==> src/rtl/rst_pkg.sv <==
// Shared types and helpers for the staged reset sequencer.
package rst_pkg;

    // Sequencer states
    typedef enum logic [1:0] {
        WAIT_LOCK = 2'd0,
        RELEASE   = 2'd1,
        DONE      = 2'd2,
        HOLD      = 2'd3
    } rst_seq_state_e;

    // Counter width for a terminal count of val-1; never narrower than one bit.
    function automatic int cnt_w(input int val);
        return $clog2((val < 2) ? 2 : val);
    endfunction

endpackage

==> src/rtl/rst_seq_ctrl.sv <==
// Staged reset sequencer: filters PLL lock, then releases NUM_STAGES
// active-low reset domains one by one, STAGE_DLY cycles apart. Lock loss
// or a software request pulls every domain back into reset.
module rst_seq_ctrl
    import rst_pkg::*;
#(
    parameter int NUM_STAGES   = 4,
    parameter int STAGE_DLY    = 16,
    parameter int LOCK_FILT    = 8,
    parameter int SOFT_RST_CYC = 32
) (
    input  logic                  clk,
    input  logic                  rst_i,
    input  logic                  pll_lock_i,
    input  logic                  soft_rst_req_i,
    output logic [NUM_STAGES-1:0] rst_n_o,
    output logic                  seq_done_o,
    output logic                  busy_o
);

    if (NUM_STAGES < 1 || STAGE_DLY < 1 || LOCK_FILT < 1 || SOFT_RST_CYC < 1) begin : g_bad_param
        $error("rst_seq_ctrl: parameter below its minimum");
    end

    localparam int LOCK_W = cnt_w(LOCK_FILT);
    localparam int DLY_W  = cnt_w(STAGE_DLY);
    localparam int HOLD_W = cnt_w(SOFT_RST_CYC);
    localparam int IDX_W  = cnt_w(NUM_STAGES);

    localparam logic [LOCK_W-1:0] LOCK_LAST = LOCK_W'(LOCK_FILT - 1);
    localparam logic [DLY_W-1:0]  DLY_LAST  = DLY_W'(STAGE_DLY - 1);
    localparam logic [HOLD_W-1:0] HOLD_LAST = HOLD_W'(SOFT_RST_CYC - 1);
    localparam logic [IDX_W-1:0]  IDX_LAST  = IDX_W'(NUM_STAGES - 1);

    rst_seq_state_e          state_q,     state_d;
    logic [LOCK_W-1:0]       lock_cnt_q,  lock_cnt_d;
    logic [DLY_W-1:0]        dly_cnt_q,   dly_cnt_d;
    logic [HOLD_W-1:0]       hold_cnt_q,  hold_cnt_d;
    logic [IDX_W-1:0]        stage_idx_q, stage_idx_d;
    logic [NUM_STAGES-1:0]   rst_n_q,     rst_n_d;
    logic                    done_q,      done_d;
    logic                    busy_q,      busy_d;

    // Next-state, counter and output-register logic
    always_comb begin
        // NOTE: every signal gets a default first so no path leaves it unassigned (no latches).
        state_d     = state_q;
        lock_cnt_d  = lock_cnt_q;
        dly_cnt_d   = dly_cnt_q;
        hold_cnt_d  = hold_cnt_q;
        stage_idx_d = stage_idx_q;
        rst_n_d     = rst_n_q;
        done_d      = done_q;
        busy_d      = busy_q;

        if (soft_rst_req_i) begin
            // Software request wins over everything, including lock loss.
            state_d    = HOLD;
            hold_cnt_d = '0;
            rst_n_d    = '0;
            done_d     = 1'b0;
            busy_d     = 1'b1;
        end else begin
            case (state_q)
                WAIT_LOCK: begin
                    if (!pll_lock_i) begin
                        lock_cnt_d = '0;
                    end else if (lock_cnt_q == LOCK_LAST) begin
                        state_d     = RELEASE;
                        lock_cnt_d  = '0;
                        dly_cnt_d   = '0;
                        stage_idx_d = '0;
                    end else begin
                        lock_cnt_d = lock_cnt_q + 1'b1;
                    end
                end
                RELEASE: begin
                    if (!pll_lock_i) begin
                        state_d    = WAIT_LOCK;
                        lock_cnt_d = '0;
                        rst_n_d    = '0;
                        done_d     = 1'b0;
                        busy_d     = 1'b1;
                    end else if (dly_cnt_q == DLY_LAST) begin
                        rst_n_d[stage_idx_q] = 1'b1;
                        dly_cnt_d            = '0;
                        if (stage_idx_q == IDX_LAST) begin
                            state_d = DONE;
                            done_d  = 1'b1;
                            busy_d  = 1'b0;
                        end else begin
                            stage_idx_d = stage_idx_q + 1'b1;
                        end
                    end else begin
                        dly_cnt_d = dly_cnt_q + 1'b1;
                    end
                end
                DONE: begin
                    if (!pll_lock_i) begin
                        state_d    = WAIT_LOCK;
                        lock_cnt_d = '0;
                        rst_n_d    = '0;
                        done_d     = 1'b0;
                        busy_d     = 1'b1;
                    end
                end
                HOLD: begin
                    // Lock is deliberately ignored while holding.
                    if (hold_cnt_q == HOLD_LAST) begin
                        state_d    = WAIT_LOCK;
                        lock_cnt_d = '0;
                    end else begin
                        hold_cnt_d = hold_cnt_q + 1'b1;
                    end
                end
                default: begin
                    state_d = WAIT_LOCK;
                end
            endcase
        end
    end

    // State and output registers with asynchronous clear
    always_ff @(posedge clk or negedge rst_i) begin
        if (!rst_i) begin
            state_q     <= WAIT_LOCK;
            lock_cnt_q  <= '0;
            dly_cnt_q   <= '0;
            hold_cnt_q  <= '0;
            stage_idx_q <= '0;
            rst_n_q     <= '0;
            done_q      <= 1'b0;
            busy_q      <= 1'b1;
        end else begin
            // NOTE: non-blocking assignments so all registers update together on the edge.
            state_q     <= state_d;
            lock_cnt_q  <= lock_cnt_d;
            dly_cnt_q   <= dly_cnt_d;
            hold_cnt_q  <= hold_cnt_d;
            stage_idx_q <= stage_idx_d;
            rst_n_q     <= rst_n_d;
            done_q      <= done_d;
            busy_q      <= busy_d;
        end
    end

    assign rst_n_o    = rst_n_q;
    assign seq_done_o = done_q;
    assign busy_o     = busy_q;

endmodule

==> config.mk <==
export PLATFORM = sky130hd
export DESIGN_NAME = rst_seq_ctrl
export DESIGN_NICKNAME = d
export VERILOG_FILES = /design/src/rtl/rst_pkg.sv /design/src/rtl/rst_seq_ctrl.sv
export SDC_FILE = /design/constraint.sdc
export NUM_CORES = 1
export LEC_CHECK = 0
export ABC_CLOCK_PERIOD_IN_PS = 2450
export CAP_MARGIN = 10
export CORE_MARGIN = 1.5
export CORE_UTILIZATION = 37
export DETAILED_ROUTE_END_ITERATION = 16
export PLACE_DENSITY = 0.65
export SLEW_MARGIN = 10
export SYNTH_ARGS = -nofsm -noshare
export SYNTH_HDL_FRONTEND = slang
export SYNTH_SLANG_ARGS = --single-unit
==> constraint.sdc <==
create_clock -name clk -period 2.45 [get_ports clk]
set_input_delay 0.245 -clock clk [delete_from_list [all_inputs] [get_ports clk]]
set_output_delay 0.245 -clock clk [all_outputs]
set_load 0.005 [all_outputs]
-- Word-level counts from Yosys, hierarchy flattened
Cells that the tools add are included.
- flip-flop bits (word level): 22
- latch bits: 0
- memory bits (writable): 0
- memory bits (read-only): 0
- input bits: 4
- output and inout bits: 6
- logic and storage cells: 97
- memories kept: 0
- add/subtract/negate cells: 4
- multipliers: 0
- div/mod/pow operators: 0
- order comparisons: 2
- equality and inequality tests: 21
- shifts and indexed selects: 0
- multiplexer cells: 47
- bitwise logic cells: 2
- reduce and logical (&&, ||, !) cells: 13
- operator list (operator ; count):
    $mux 4 ; 8
    $mux 2 ; 13
    $ne 2x2->1 const B ; 8
    $pmux 4 s2 ; 2
    $mux 5 ; 3
    $mux 3 ; 4
    $ne 3x3->1 const B ; 4
    $mux 1 ; 11
    $pmux 3 s3 ; 1
    $ne 4x4->1 const B ; 2
    $pmux 2 s4 ; 1
    $reduce_and 7->1 ; 1
    $eq 2x2->1 const B ; 3
    $reduce_and 3->1 ; 2
    $reduce_and 6->1 ; 1
    $add 5x1->5 const B ; 1
    $eq 5x5->1 const B ; 1
    $reduce_and 5->1 ; 1
    $add 4x1->4 const B ; 1
    $eq 4x4->1 const B ; 1
    $or 4x4->4 ; 1
    $pmux 1 s2 ; 2
    $pmux 2 s2 ; 1
    $reduce_and 4->1 ; 1
    14 further kinds ; 15

-- Depth between registers and ports, before layout
Gate-level depths: netlist of run 1.
- word-level depth: 9
- depth in mapped cells: 8
- mapped depth without buffers: 7

-- Least setup slack after synthesis of run 1
Ideal clock, no wire load.
- path type: reg-to-reg
- start: reg hold_cnt_q[0]
- end: reg state_q[0]
- library setup time: 0.079 ns
- data arrival time: 1.702 ns
- data required time: 2.371 ns
- path slack: 0.668 ns
- stages on the path, launching flop included: 9
- buffers on the path: 1
- clock period less this slack: 1.782 ns
- cells stage by stage: dfrtp_1 > ha_1 > and3_1 > ha_1 > nor2b_1 > buf_2 > a21oi_1 > o221ai_1 > mux2i_1
- word-level cells in the longest chain between the ends: 3
- ends and longest elaborated chain (what ; line ; text):
    start, declared ; rst_seq_ctrl.sv:38 ; logic [HOLD_W-1:0] hold_cnt_q, hold_cnt_d;
    start signal, assigned ; rst_seq_ctrl.sv:139 ; hold_cnt_q <= hold_cnt_d;
    $eq 5x5->1 ; rst_seq_ctrl.sv:109 ; if (hold_cnt_q == HOLD_LAST) begin
    $ne 3x3->1 (no source line) ; n/a ;
    $reduce_and 6->1 (no source line) ; n/a ;
    end signal, assigned ; rst_seq_ctrl.sv:136 ; state_q <= state_d;
    end, declared ; rst_seq_ctrl.sv:35 ; rst_seq_state_e state_q, state_d;
No other way between the ends.
A chain may end at the register's enable or synchronous reset.

-- Worst setup path after layout of run 1
- start: reg state_q[1]
- end: reg stage_idx_q[0]
- word-level cells in the longest chain between the ends: 3
- elaborated cells between the ends (all ways): 10
- those cells by class: 6 x eq/ne; 1 x mux; 3 x reduce/logical
- ends and longest elaborated chain (what ; line ; text):
    $eq 2x1->1 / $logic_not 2->1 (equally long branches) ; rst_seq_ctrl.sv:64 ; case (state_q)
    $ne 2x2->1 (no source line) / $reduce_bool 2->1 (equally long branches) ; n/a ;
    $reduce_and 7->1 (no source line) ; n/a ;
    end signal, assigned ; rst_seq_ctrl.sv:140 ; stage_idx_q <= stage_idx_d;
    end, declared ; rst_seq_ctrl.sv:39 ; logic [IDX_W-1:0] stage_idx_q, stage_idx_d;
Parallel ways exist; a longest one is shown, timed or not.

==> out/results.tsv, run 1 <==
stage	metric	value	unit
global_routing	largest net degree at the start of global routing	23	
power	P per Cell Area	958	nW/um^2
placement	GPL Wtd Cong	0.724	
finish	nets@finish	155	
clock_tree	cell at the root of the clock tree	clkbuf_4	
hold_path	Hold WC Path Type	input port to asynchronous set/reset pin	
finish	sequential cell area	552	sq um
logic_synthesis	synthesized area	1250	sq um
drt	Initial DRC Count	18	
sta	crit path time final	1.95	ns
logic_synthesis	dominant synthesized flop cell	dfrtp_1	
sta	Final Skew	0.0122	ns
clock_tree	Clock Pin Slew Worst Setup and Hold Paths	0.13	ns
clock_tree	hold buffer count at cts	0	
die	FP Rows	20	
drt	DR vias	888	
placement	DP HPWL	1.70	mm
power	Clock power frac	12.9	%
outcome	status	finished, final reports clean	
finish	Final Non-Filler Cells	180	
job	max cap viols	0	
worst_setup_path	crit path capture	stage_idx_q[0]$_DFFE_PN0P_	
sta	Slew @ Worst Pin	0.461	ns
placement	I/O Buffers	9	
drt	wl on met1	1.04	mm
power	Logic pwr share	45.1	%
clock_tree	CTS tree	done	
clock_tree	CTS sink cnt	22	
worst_setup_path	CP Launch Type	register	
global_routing	number of global-route vias before repair	857	
sta	Final setup viols	0	
logic_synthesis	register area share after synthesis	44.2	%
die	die area	3730	sq um
die	total I/O pin count	10	
finish	share of layout cells above drive strength 1	8.09	%
worst_setup_path	critical path type	register to register	
sta	fmax	513	MHz
power	Net Sw Frac	39.2	%
worst_setup_path	Crit Path Max Fanout	12	
logic_synthesis	Synth area leader	dfrtp_1	
drt	Routed Antenna Nets	0	
clock_tree	cts bufs inserted	3	
placement	placed instance count	176	
logic_synthesis	top cells by count, synth	dfrtp_1 (21), nor2_1 (15), ha_1 (14), nand2_1 (11)	
clock_tree	htree depth	1	
global_routing	antenna violations before repair	0	
power	NetSw	0.532	mW
sta	final hold vios	0	
logic_synthesis	distinct cell type count after synthesis	33	
worst_setup_path	RR Endpoint	stage_idx_q[0]$_DFFE_PN0P_	
global_routing	Overall Global Routing Usage	14.1	%
finish	antenna diode count	0	
power	sequential power share	42.0	%
drt	final wirelength	2.25	mm
finish	synth-to-layout area growth	13.5	%
finish	fill cell count	312	
logic_synthesis	Yosys reg bits	22	
worst_setup_path	Worst setup startpoint	state_q[1]$_DFFE_PN0P_	
sta	setup TNS	0	ns
logic_synthesis	Ys Warns	0	
drt	max layer used	met4	
logic_synthesis	post-synthesis cell count	124	
drt	vias per inst	4.93	
finish	multi-input logic area	644	sq um
clock_tree	post-CTS setup buffers	0	
clock_tree	number of gates resized after CTS	0	
sta	unrepaired setup endpoints after global routing	false	
logic_synthesis	syn_area_per_cell	10.1	sq um
power	Cell Int Power	0.825	mW
worst_setup_path	worst flop-to-flop path startpoint	state_q[1]$_DFFE_PN0P_	
clock_tree	Skew-Pair Late Insertion Delay	0.32	ns
logic_synthesis	share of the synthesized area in the top cell type	42.1	%
logic_synthesis	Async S/R FF share, synth	100	%
logic_synthesis	Area contributors post-synth	dfrtp_1 (42%), ha_1 (14%), nor2_1 (4.5%)	
worst_setup_path	CP endpoint kind	register	
worst_setup_path	crit path DAT	2.20	ns
sta	worst rel slew slack	69.0	%
drt	DR WL met3	57	um
sta	Tcrit/Tclk final	79.6	%
worst_setup_path	setup slack, reg-to-reg	0.50	ns
die	chip height	61.1	um
worst_setup_path	Worst EP required	2.70	ns
global_routing	first-pass GRT wire length	3.88	mm
die	die width	61.1	um
clock_tree	CTS max path bufs	2	
drt	metal2 WL	1.10	mm
worst_setup_path	worst r2r path cells	5	
logic_synthesis	count leader, synth	dfrtp_1	
logic_synthesis	Mapped Nets	142	
power	Pleak	0.662	nW
global_routing	grt total ovfl	0	
power	peak supply drop	0.000337	V
drt	# DRC	0	
drt	first drt pass iteration count	4	
sta	Min Hold Slack	0.253	ns
drt	wire per inst	12.5	um
logic_synthesis	Post-synth EDFFs	0	
die	initial core utilization	39.9	%
sta	Slew Limit Fails	0	
die	core area	3130	sq um
[power groups by stage]
stage               Clock (mW)  Combinational, mW  Sequential, mW
floorplan                    0              0.463           0.557
global placement             0              0.605           0.570
detailed placement           0              0.615           0.579
CTS                      0.181              0.620           0.570
global route             0.198              0.695           0.588
finish                   0.176              0.611           0.570
[routing by layer]
layer / vias up / GRT usage, %
met5: - / 0
met3: 5 / 1.89
met4: 0 / 6.52
li1: 452 / -
met2: 11 / 23.1
met1: 420 / 18.5
[cells by family after synthesis]
logic type               count (synthesis)  synth area share, %
AO/OA/AOI/OAI                           25                 14.3
XOR/XNOR                                 4                 2.81
adder cells (fa/ha/maj)                 14                 14.0
buffers and inverters                   11                 4.11
flip-flops                              22                 44.2
multiplexers                             4                 3.21
AND/OR/NAND/NOR                         44                 17.3
[final cells by class]
class / instances / area share, %
multi-input cells: 91 / 45.5
flip-flops and latches: 22 / 39.0
repair buffers: 12 / 7.95
well taps: 44 / 3.89
clock buffers: 4 / 1.86
inverters: 7 / 1.86
[through the flow]
step | setup WS (ns) | power, mW | cell area (sq um) | utilization (%)
4_1_cts | 0.482 | 1.37 | 1420 | 45.3
3_5_place_dp | 0.447 | 1.19 | 1390 | 44.4
2_1_floorplan | 0.668 | 1.02 | 1250 | -
6_report | 0.499 | 1.36 | 1420 | 45.3
5_1_grt | 0.327 | 1.48 | 1420 | 45.3
3_3_place_gp | 0.507 | 1.18 | 1390 | 44.4
[flip-flops by register name (all words and copies together) (netlist names)]
register / cells
busy_o: 1
dly_cnt_q: 4
hold_cnt_q: 5
lock_cnt_q: 3
rst_n_o: 4
seq_done_o: 1
stage_idx_q: 2
state_q: 2
[critical path, stage by stage (launching register included)]
cell       delay, ns
dfrtp_1         0.42
inv_1           0.12
ha_1            0.44
o2111ai_4       0.24
or4b_1          0.56
nand3_1         0.09
[worst min-delay path by stage]
stage                              start                         to  cells after the start
5_1_grt                            rst_i  hold_cnt_q[2]$_DFFE_PN0P_                      2
3_3_place_gp   lock_cnt_q[1]$_DFFE_PN0P_  lock_cnt_q[1]$_DFFE_PN0P_                      2
2_1_floorplan                      rst_i   dly_cnt_q[0]$_DFFE_PN0P_                      0
3_5_place_dp   lock_cnt_q[1]$_DFFE_PN0P_  lock_cnt_q[1]$_DFFE_PN0P_                      2
4_1_cts                            rst_i  hold_cnt_q[2]$_DFFE_PN0P_                      2
6_report                           rst_i  hold_cnt_q[2]$_DFFE_PN0P_                      2
[layout by cell type (no fill, tap or decap)]
cell	instances
a32o_1	1
nor2b_1	1
ha_1	14
nand2b_1	2
clkbuf_1	1
or2b_1	1
o32ai_1	1
dfstp_2	1
or4b_1	1
o2111ai_4	1
o21a_1	1
inv_1	7
nand3_1	7
and3_1	2
nor2_1	15
o21ai_0	8
clkdlybuf4s50_1	9
a22o_1	1
nand3_2	1
a21oi_1	8
nand2b_2	1
and3b_1	1
nand4_1	1
mux2i_1	4
a211oi_2	1
xor2_1	3
dfrtp_1	21
o221ai_1	1
xnor2_1	1
buf_4	3
a21boi_1	1
nand2_1	11
a211o_1	1
clkbuf_4	3
Power figures use the tool's default switching activity.
==> run 2, diff against run 1 <==
--- a/config.mk
+++ b/config.mk
@@ -5,7 +5,7 @@
 export SDC_FILE = /design/constraint.sdc
 export NUM_CORES = 1
 export LEC_CHECK = 0
-export ABC_CLOCK_PERIOD_IN_PS = 2450
+export ABC_CLOCK_PERIOD_IN_PS = 1900
 export CAP_MARGIN = 10
 export CORE_MARGIN = 1.5
 export CORE_UTILIZATION = 37
==> constraint.sdc (replaced) <==
create_clock -name clk -period 1.9 [get_ports clk]
set_input_delay 0.19 -clock clk [delete_from_list [all_inputs] [get_ports clk]]
set_output_delay 0.19 -clock clk [all_outputs]
set_load 0.005 [all_outputs]
==> run 2 against run 1 <==
  * First-iteration DRC count up 78%
  * Non-clock buffer count grew 5
  * Final cell count increased by 2.8%
  * Global-route usage decreased by 0.68 points
  * Register-to-register slack worse by 0.38 ns
  * Clock power increased by 110%
  * Fmax is 9.5% higher
  * Sequential power is 28% higher
==> out/results.tsv, run 2 (same netlist as run 1, synthesis figures left out) <==
stage	metric	value	unit	change
die	initial core utilization	39.9	%	unchanged
clock_tree	cell at the root of the clock tree	clkbuf_4		unchanged
die	FP Rows	20		unchanged
outcome	status	finished, final reports clean		unchanged
placement	DP HPWL	1.66	mm	was 1.70 mm
finish	share of layout cells above drive strength 1	12.1	%	was 8.09%
worst_setup_path	worst flop-to-flop path startpoint	hold_cnt_q[0]$_DFFE_PN0P_		was state_q[1]$_DFFE_PN0P_
clock_tree	number of gates resized after CTS	0		unchanged
die	total I/O pin count	10		unchanged
drt	# DRC	0		unchanged
sta	fmax	561	MHz	was 513 MHz
die	core area	3130	sq um	unchanged
finish	Top reg by flops	hold_cnt_q		unchanged
drt	Routed Antenna Nets	0		unchanged
finish	max reg flops	5		unchanged
worst_setup_path	critical path type	register to register		unchanged
sta	final hold vios	0		unchanged
finish	nets@finish	160		was 155
drt	wire per inst	11.9	um	was 12.5 um
worst_setup_path	largest stage delay on the critical path	0.43	ns	was 0.56 ns
worst_setup_path	crit path DAT	2.03	ns	was 2.20 ns
job	max cap viols	0		unchanged
power	Pleak	0.700	nW	was 0.662 nW
sta	Tcrit/Tclk final	93.8	%	was 79.6%
power	Net Sw Frac	36.3	%	was 39.2%
sta	Final setup viols	0		unchanged
sta	Min Hold Slack	0.205	ns	was 0.253 ns
placement	GPL Wtd Cong	0.799		was 0.724
hold_path	Hold WC Path Type	input port to asynchronous set/reset pin		unchanged
global_routing	first-pass GRT wire length	3.73	mm	was 3.88 mm
power	sequential power share	37.6	%	was 42.0%
placement	dpl ws	0.117	ns	was 0.447 ns
clock_tree	CTS sink cnt	22		unchanged
clock_tree	Clock Pin Slew Worst Setup and Hold Paths	0.13	ns	about the same
drt	final wirelength	2.20	mm	was 2.25 mm
sta	crit path time final	1.78	ns	was 1.95 ns
finish	commonest non-fill, non-tap cell in the layout	dfrtp_1		unchanged
power	Logic pwr share	43.5	%	was 45.1%
clock_tree	hold buffer count at cts	0		unchanged
die	die width	61.1	um	unchanged
worst_setup_path	Crit Path Max Fanout	3		was 12
drt	Initial DRC Count	32		was 18
power	peak supply drop	0.000512	V	was 0.000337 V
worst_setup_path	setup slack, reg-to-reg	0.12	ns	was 0.50 ns
sta	Final Skew	0.0101	ns	was 0.0122 ns
worst_setup_path	worst r2r path cells	7		was 5
worst_setup_path	RR Endpoint	state_q[0]$_DFFE_PN0P_		was stage_idx_q[0]$_DFFE_PN0P_
die	chip height	61.1	um	unchanged
worst_setup_path	most frequent CP cell	ha_1		
global_routing	grt total ovfl	0		unchanged
worst_setup_path	CP Launch Type	register		unchanged
finish	antenna diode count	0		unchanged
finish	most frequent cells in the layout	dfrtp_1 (21), nor2_1 (15), ha_1 (14)		unchanged
power	Design Power	1.93	mW	was 1.36 mW
global_routing	Overall Global Routing Usage	13.4	%	was 14.1%
finish	fill cell count	293		was 312
placement	I/O Buffers	9		unchanged
worst_setup_path	Cell Chain, Critical Path	ha_1, and3_1, ha_1, nor2b_1, a21oi_1, o221ai_1, mux2i_1		was inv_1, ha_1, o2111ai_4, or4b_1, nand3_1
drt	DR vias	887		was 888
sta	unrepaired setup endpoints after global routing	false		unchanged
power	NetSw	0.702	mW	was 0.532 mW
global_routing	antenna violations before repair	0		unchanged
sta	final worst slack	0.119	ns	was 0.499 ns
power	P per Cell Area	1310	nW/um^2	was 958 nW/um^2
global_routing	largest net degree at the start of global routing	23		unchanged
finish	synth-to-layout area growth	18.7	%	was 13.5%
global_routing	number of global-route vias before repair	886		was 857
clock_tree	CTS tree	done		unchanged
drt	vias per inst	4.79		was 4.93
clock_tree	htree depth	1		unchanged
sta	Slew Limit Fails	0		unchanged
drt	first drt pass iteration count	4		unchanged
sta	worst rel slew slack	72.4	%	was 69.0%
clock_tree	CTS max path bufs	2		unchanged
clock_tree	post-CTS setup buffers	0		unchanged
power	Clock power frac	18.9	%	was 12.9%
sta	setup TNS	0	ns	unchanged
worst_setup_path	slowest CP cell	dfrtp_1		was or4b_1
power	Cell Int Power	1.23	mW	was 0.825 mW
die	die area	3730	sq um	unchanged
sta	Slew @ Worst Pin	0.409	ns	was 0.461 ns
clock_tree	cts bufs inserted	3		unchanged
worst_setup_path	CP endpoint kind	register		unchanged
worst_setup_path	Worst EP required	2.15	ns	was 2.70 ns
clock_tree	Skew-Pair Late Insertion Delay	0.32	ns	about the same
[run 2: cell type report]
type / count / area (sq um) / area share (%)
clock buffers: 3 / 22.5 / 1.52
clock inverters: 1 / 30.0 / 2.03
inverters: 7 / 26.3 / 1.78
multi-input cells: 91 / 644 / 43.5
flip-flops and latches: 22 / 552 / 37.3
well taps: 44 / 55.1 / 3.72
repair buffers: 17 / 150 / 10.1
[run 2: worst max-delay path: cells and delay by family (launching register included)]
family,cells,cell delay (ns)
compound gates,2,0.35
simple gates,2,0.32
fa+ha+maj,2,0.39
mux,1,0.24
flops,1,0.43
[run 2: worst max path at each step]
stage	startpoint	to	slack, ns
after global routing	hold_cnt_q[0]$_DFFE_PN0P_	state_q[0]$_DFFE_PN0P_	0.04
after floorplan	hold_cnt_q[0]$_DFFE_PN0P_	state_q[0]$_DFFE_PN0P_	0.12
final	hold_cnt_q[0]$_DFFE_PN0P_	state_q[0]$_DFFE_PN0P_	0.12
after CTS	hold_cnt_q[0]$_DFFE_PN0P_	state_q[0]$_DFFE_PN0P_	0.11
after detailed placement	hold_cnt_q[0]$_DFFE_PN0P_	state_q[0]$_DFFE_PN0P_	0.12
after global placement	hold_cnt_q[0]$_DFFE_PN0P_	state_q[0]$_DFFE_PN0P_	0.20
[run 2: layer usage]
layer / global-route usage (%) / up-vias / routed length (um)
met4: 6.52 / 0 / 42
met2: 22.2 / 9 / 1020
met1: 17.2 / 415 / 1100
met3: 1.89 / 5 / 32
li1: - / 458 / -
met5: 0 / - / 0
[run 2: through the flow]
step / cells / cell area (sq um) / util (%)
after floorplan: 124 / 1250 / -
after global placement: 181 / 1430 / 45.6
after detailed placement: 181 / 1430 / 45.6
after CTS: 185 / 1480 / 47.3
after global routing: 185 / 1480 / 47.3
final: 185 / 1480 / 47.3
[run 2: power by group through the flow]
stage | registers, mW | clock network, mW | logic, mW
finish | 0.727 | 0.366 | 0.840
global route | 0.750 | 0.386 | 0.950
CTS | 0.729 | 0.378 | 0.847
detailed placement | 0.740 | 0 | 0.841
global placement | 0.728 | 0 | 0.820
floorplan | 0.719 | 0 | 0.597
==> run 3, diff against run 2 <==
--- a/config.mk
+++ b/config.mk
@@ -9,6 +9,7 @@
 export CAP_MARGIN = 10
 export CORE_MARGIN = 1.5
 export CORE_UTILIZATION = 37
+export CTS_BUF_LIST = sky130_fd_sc_hd__clkbuf_16
 export DETAILED_ROUTE_END_ITERATION = 16
 export PLACE_DENSITY = 0.65
 export SLEW_MARGIN = 10
==> run 3 against run 2 <==
  * Via count grew 2.6%
  * First-iteration DRC count grew 22%
  * Final cell count is the same
  * Hold slack gained 0.087 ns
  * Sequential power grew 0.6%
  * Highest routed layer unchanged
  * Sequential cell count is the same
  * Wire length is essentially flat
  * Core utilization grew 1.7 points
  * Critical endpoint unchanged
  * Sequential share of layout area shrank 1.3 points
  * Largest cell class unchanged
==> out/results.tsv, run 3 (same netlist as run 1, synthesis figures left out) <==
stage	metric	value	unit	change
sta	unrepaired setup endpoints after global routing	false		unchanged
outcome	status	finished, final reports clean		unchanged
die	core area	3130	sq um	unchanged
power	Pleak	0.723	nW	was 0.700 nW
finish	Finished Cell Area	1530	sq um	was 1480 sq um
worst_setup_path	slowest CP cell	dfrtp_1		unchanged
finish	Top reg by flops	hold_cnt_q		unchanged
power	sequential power share	34.0	%	was 37.6%
power	NetSw	0.714	mW	was 0.702 mW
power	Cell Int Power	1.44	mW	was 1.23 mW
finish	nets@finish	160		unchanged
global_routing	grt total ovfl	0		unchanged
clock_tree	Clock Pin Slew Worst Setup and Hold Paths	0.06	ns	was 0.13 ns
sta	Slew Limit Fails	0		unchanged
drt	Routed Antenna Nets	0		unchanged
sta	Final setup viols	0		unchanged
clock_tree	CTS max path bufs	2		unchanged
placement	DP HPWL	1.66	mm	unchanged
clock_tree	Skew-Pair Late Insertion Delay	0.25	ns	was 0.32 ns
sta	crit path time final	1.78	ns	about the same
power	Design Power	2.15	mW	was 1.93 mW
worst_setup_path	Crit Path Max Fanout	3		unchanged
finish	max reg flops	5		unchanged
die	die width	61.1	um	unchanged
die	FP Rows	20		unchanged
drt	wire per inst	11.9	um	about the same
sta	fmax	562	MHz	was 561 MHz
sta	final hold vios	0		unchanged
global_routing	antenna violations before repair	0		unchanged
worst_setup_path	setup slack, reg-to-reg	0.12	ns	about the same
worst_setup_path	most frequent CP cell	ha_1		unchanged
sta	Tcrit/Tclk final	93.6	%	was 93.8%
worst_setup_path	crit-path leading delay family	flip-flops		unchanged
power	Net Sw Frac	33.2	%	was 36.3%
worst_setup_path	largest stage delay on the critical path	0.40	ns	was 0.43 ns
finish	most frequent cells in the layout	dfrtp_1 (21), nor2_1 (15), ha_1 (14)		unchanged
worst_setup_path	Cell Chain, Critical Path	ha_1, and3_1, ha_1, nor2b_1, a21oi_1, o221ai_1, mux2i_1		unchanged
finish	share of layout cells above drive strength 1	12.1	%	unchanged
power	P per Cell Area	1400	nW/um^2	was 1310 nW/um^2
die	total I/O pin count	10		unchanged
global_routing	Overall Global Routing Usage	13.6	%	was 13.4%
placement	Placed Instance Area	1430	sq um	unchanged
finish	Util after Layout	49.0	%	was 47.3%
clock_tree	cell at the root of the clock tree	clkbuf_16		was clkbuf_4
clock_tree	CTS tree	done		unchanged
drt	DR vias	910		was 887
placement	I/O Buffers	9		unchanged
worst_setup_path	critical path type	register to register		unchanged
global_routing	first-pass GRT wire length	3.77	mm	was 3.73 mm
global_routing	largest net degree at the start of global routing	23		unchanged
worst_setup_path	Buf+Inv Stages, Crit Path	0		unchanged
drt	vias per inst	4.92		was 4.79
worst_setup_path	Worst EP required	2.08	ns	was 2.15 ns
clock_tree	htree depth	1		unchanged
worst_setup_path	CP endpoint kind	register		unchanged
drt	# DRC	0		unchanged
drt	final wirelength	2.20	mm	about the same
die	initial core utilization	39.9	%	unchanged
power	Clock power frac	27.1	%	was 18.9%
clock_tree	cts bufs inserted	3		unchanged
finish	synth-to-layout area growth	22.9	%	was 18.7%
worst_setup_path	CP Launch Type	register		unchanged
die	chip height	61.1	um	unchanged
clock_tree	post-CTS setup buffers	0		unchanged
sta	worst rel slew slack	70.8	%	was 72.4%
job	max cap viols	0		unchanged
placement	GPL Wtd Cong	0.799		unchanged
global_routing	number of global-route vias before repair	897		was 886
sta	Slew @ Worst Pin	0.434	ns	was 0.409 ns
sta	setup TNS	0	ns	unchanged
finish	commonest non-fill, non-tap cell in the layout	dfrtp_1		unchanged
drt	Initial DRC Count	39		was 32
power	peak supply drop	0.000632	V	was 0.000512 V
worst_setup_path	worst r2r path cells	7		unchanged
die	die area	3730	sq um	unchanged
worst_setup_path	CP Depth	7		unchanged
hold_path	Hold WC Path Type	input port to asynchronous set/reset pin		unchanged
clock_tree	hold buffer count at cts	0		unchanged
clock_tree	number of gates resized after CTS	0		unchanged
drt	first drt pass iteration count	4		unchanged
finish	antenna diode count	0		unchanged
worst_setup_path	crit path DAT	1.95	ns	was 2.03 ns
power	Logic pwr share	38.9	%	was 43.5%
clock_tree	CTS sink cnt	22		unchanged
sta	Final Skew	0.00308	ns	was 0.0101 ns
[run 3: cell counts in the layout (fill, tap and decap cells not counted)]
No cell type changed its count.
[run 3: power by group through the flow]
stage	combinational (mW)	sequential, mW	clock (mW)
floorplan	0.597	0.719	0
CTS	0.847	0.731	0.602
detailed placement	0.841	0.740	0
finish	0.838	0.731	0.583
global placement	0.820	0.728	0
global route	0.953	0.752	0.610
[run 3: through the flow]
step           std cells  hold slack [ns]  setup WS (ns)
2_1_floorplan        124           -0.106          0.118
3_3_place_gp         181            0.474          0.199
3_5_place_dp         181            0.483          0.117
4_1_cts              185            0.302          0.111
5_1_grt              185            0.324         0.0464
6_report             185            0.292          0.122
[run 3: path summary, 6_finish.rpt]
path,to,start
max,state_q[0]$_DFFE_PN0P_,hold_cnt_q[0]$_DFFE_PN0P_
min,stage_idx_q[0]$_DFFE_PN0P_,rst_i
max reg2reg,state_q[0]$_DFFE_PN0P_,hold_cnt_q[0]$_DFFE_PN0P_
min reg2reg,lock_cnt_q[1]$_DFFE_PN0P_,lock_cnt_q[1]$_DFFE_PN0P_
max in group asynchronous,busy_o$_DFFE_PN1P_,rst_i
min in group clk,lock_cnt_q[1]$_DFFE_PN0P_,lock_cnt_q[1]$_DFFE_PN0P_
[run 3: layout make-up]
type | count | area [sq um]
Fill cell | 280 | 1600
Timing Repair Buffer | 17 | 150
Clock inverter | 1 | 30.0
Sequential cell | 22 | 552
Multi-Input combinational cell | 91 | 644
Clock buffer | 3 | 75.1
Inverter | 7 | 26.3
Tap cell | 44 | 55.1
[run 3: routing by layer]
| layer | track usage, % | vias to the layer above | part of all wire [%] |
|---|---|---|---|
| li1 | - | 462 | - |
| met1 | 17.2 | 433 | 48 |
| met2 | 22.3 | 10 | 48 |
| met3 | 3.78 | 5 | 3.1 |
| met4 | 4.66 | 0 | 1.2 |
| met5 | 0 | - | 0 |
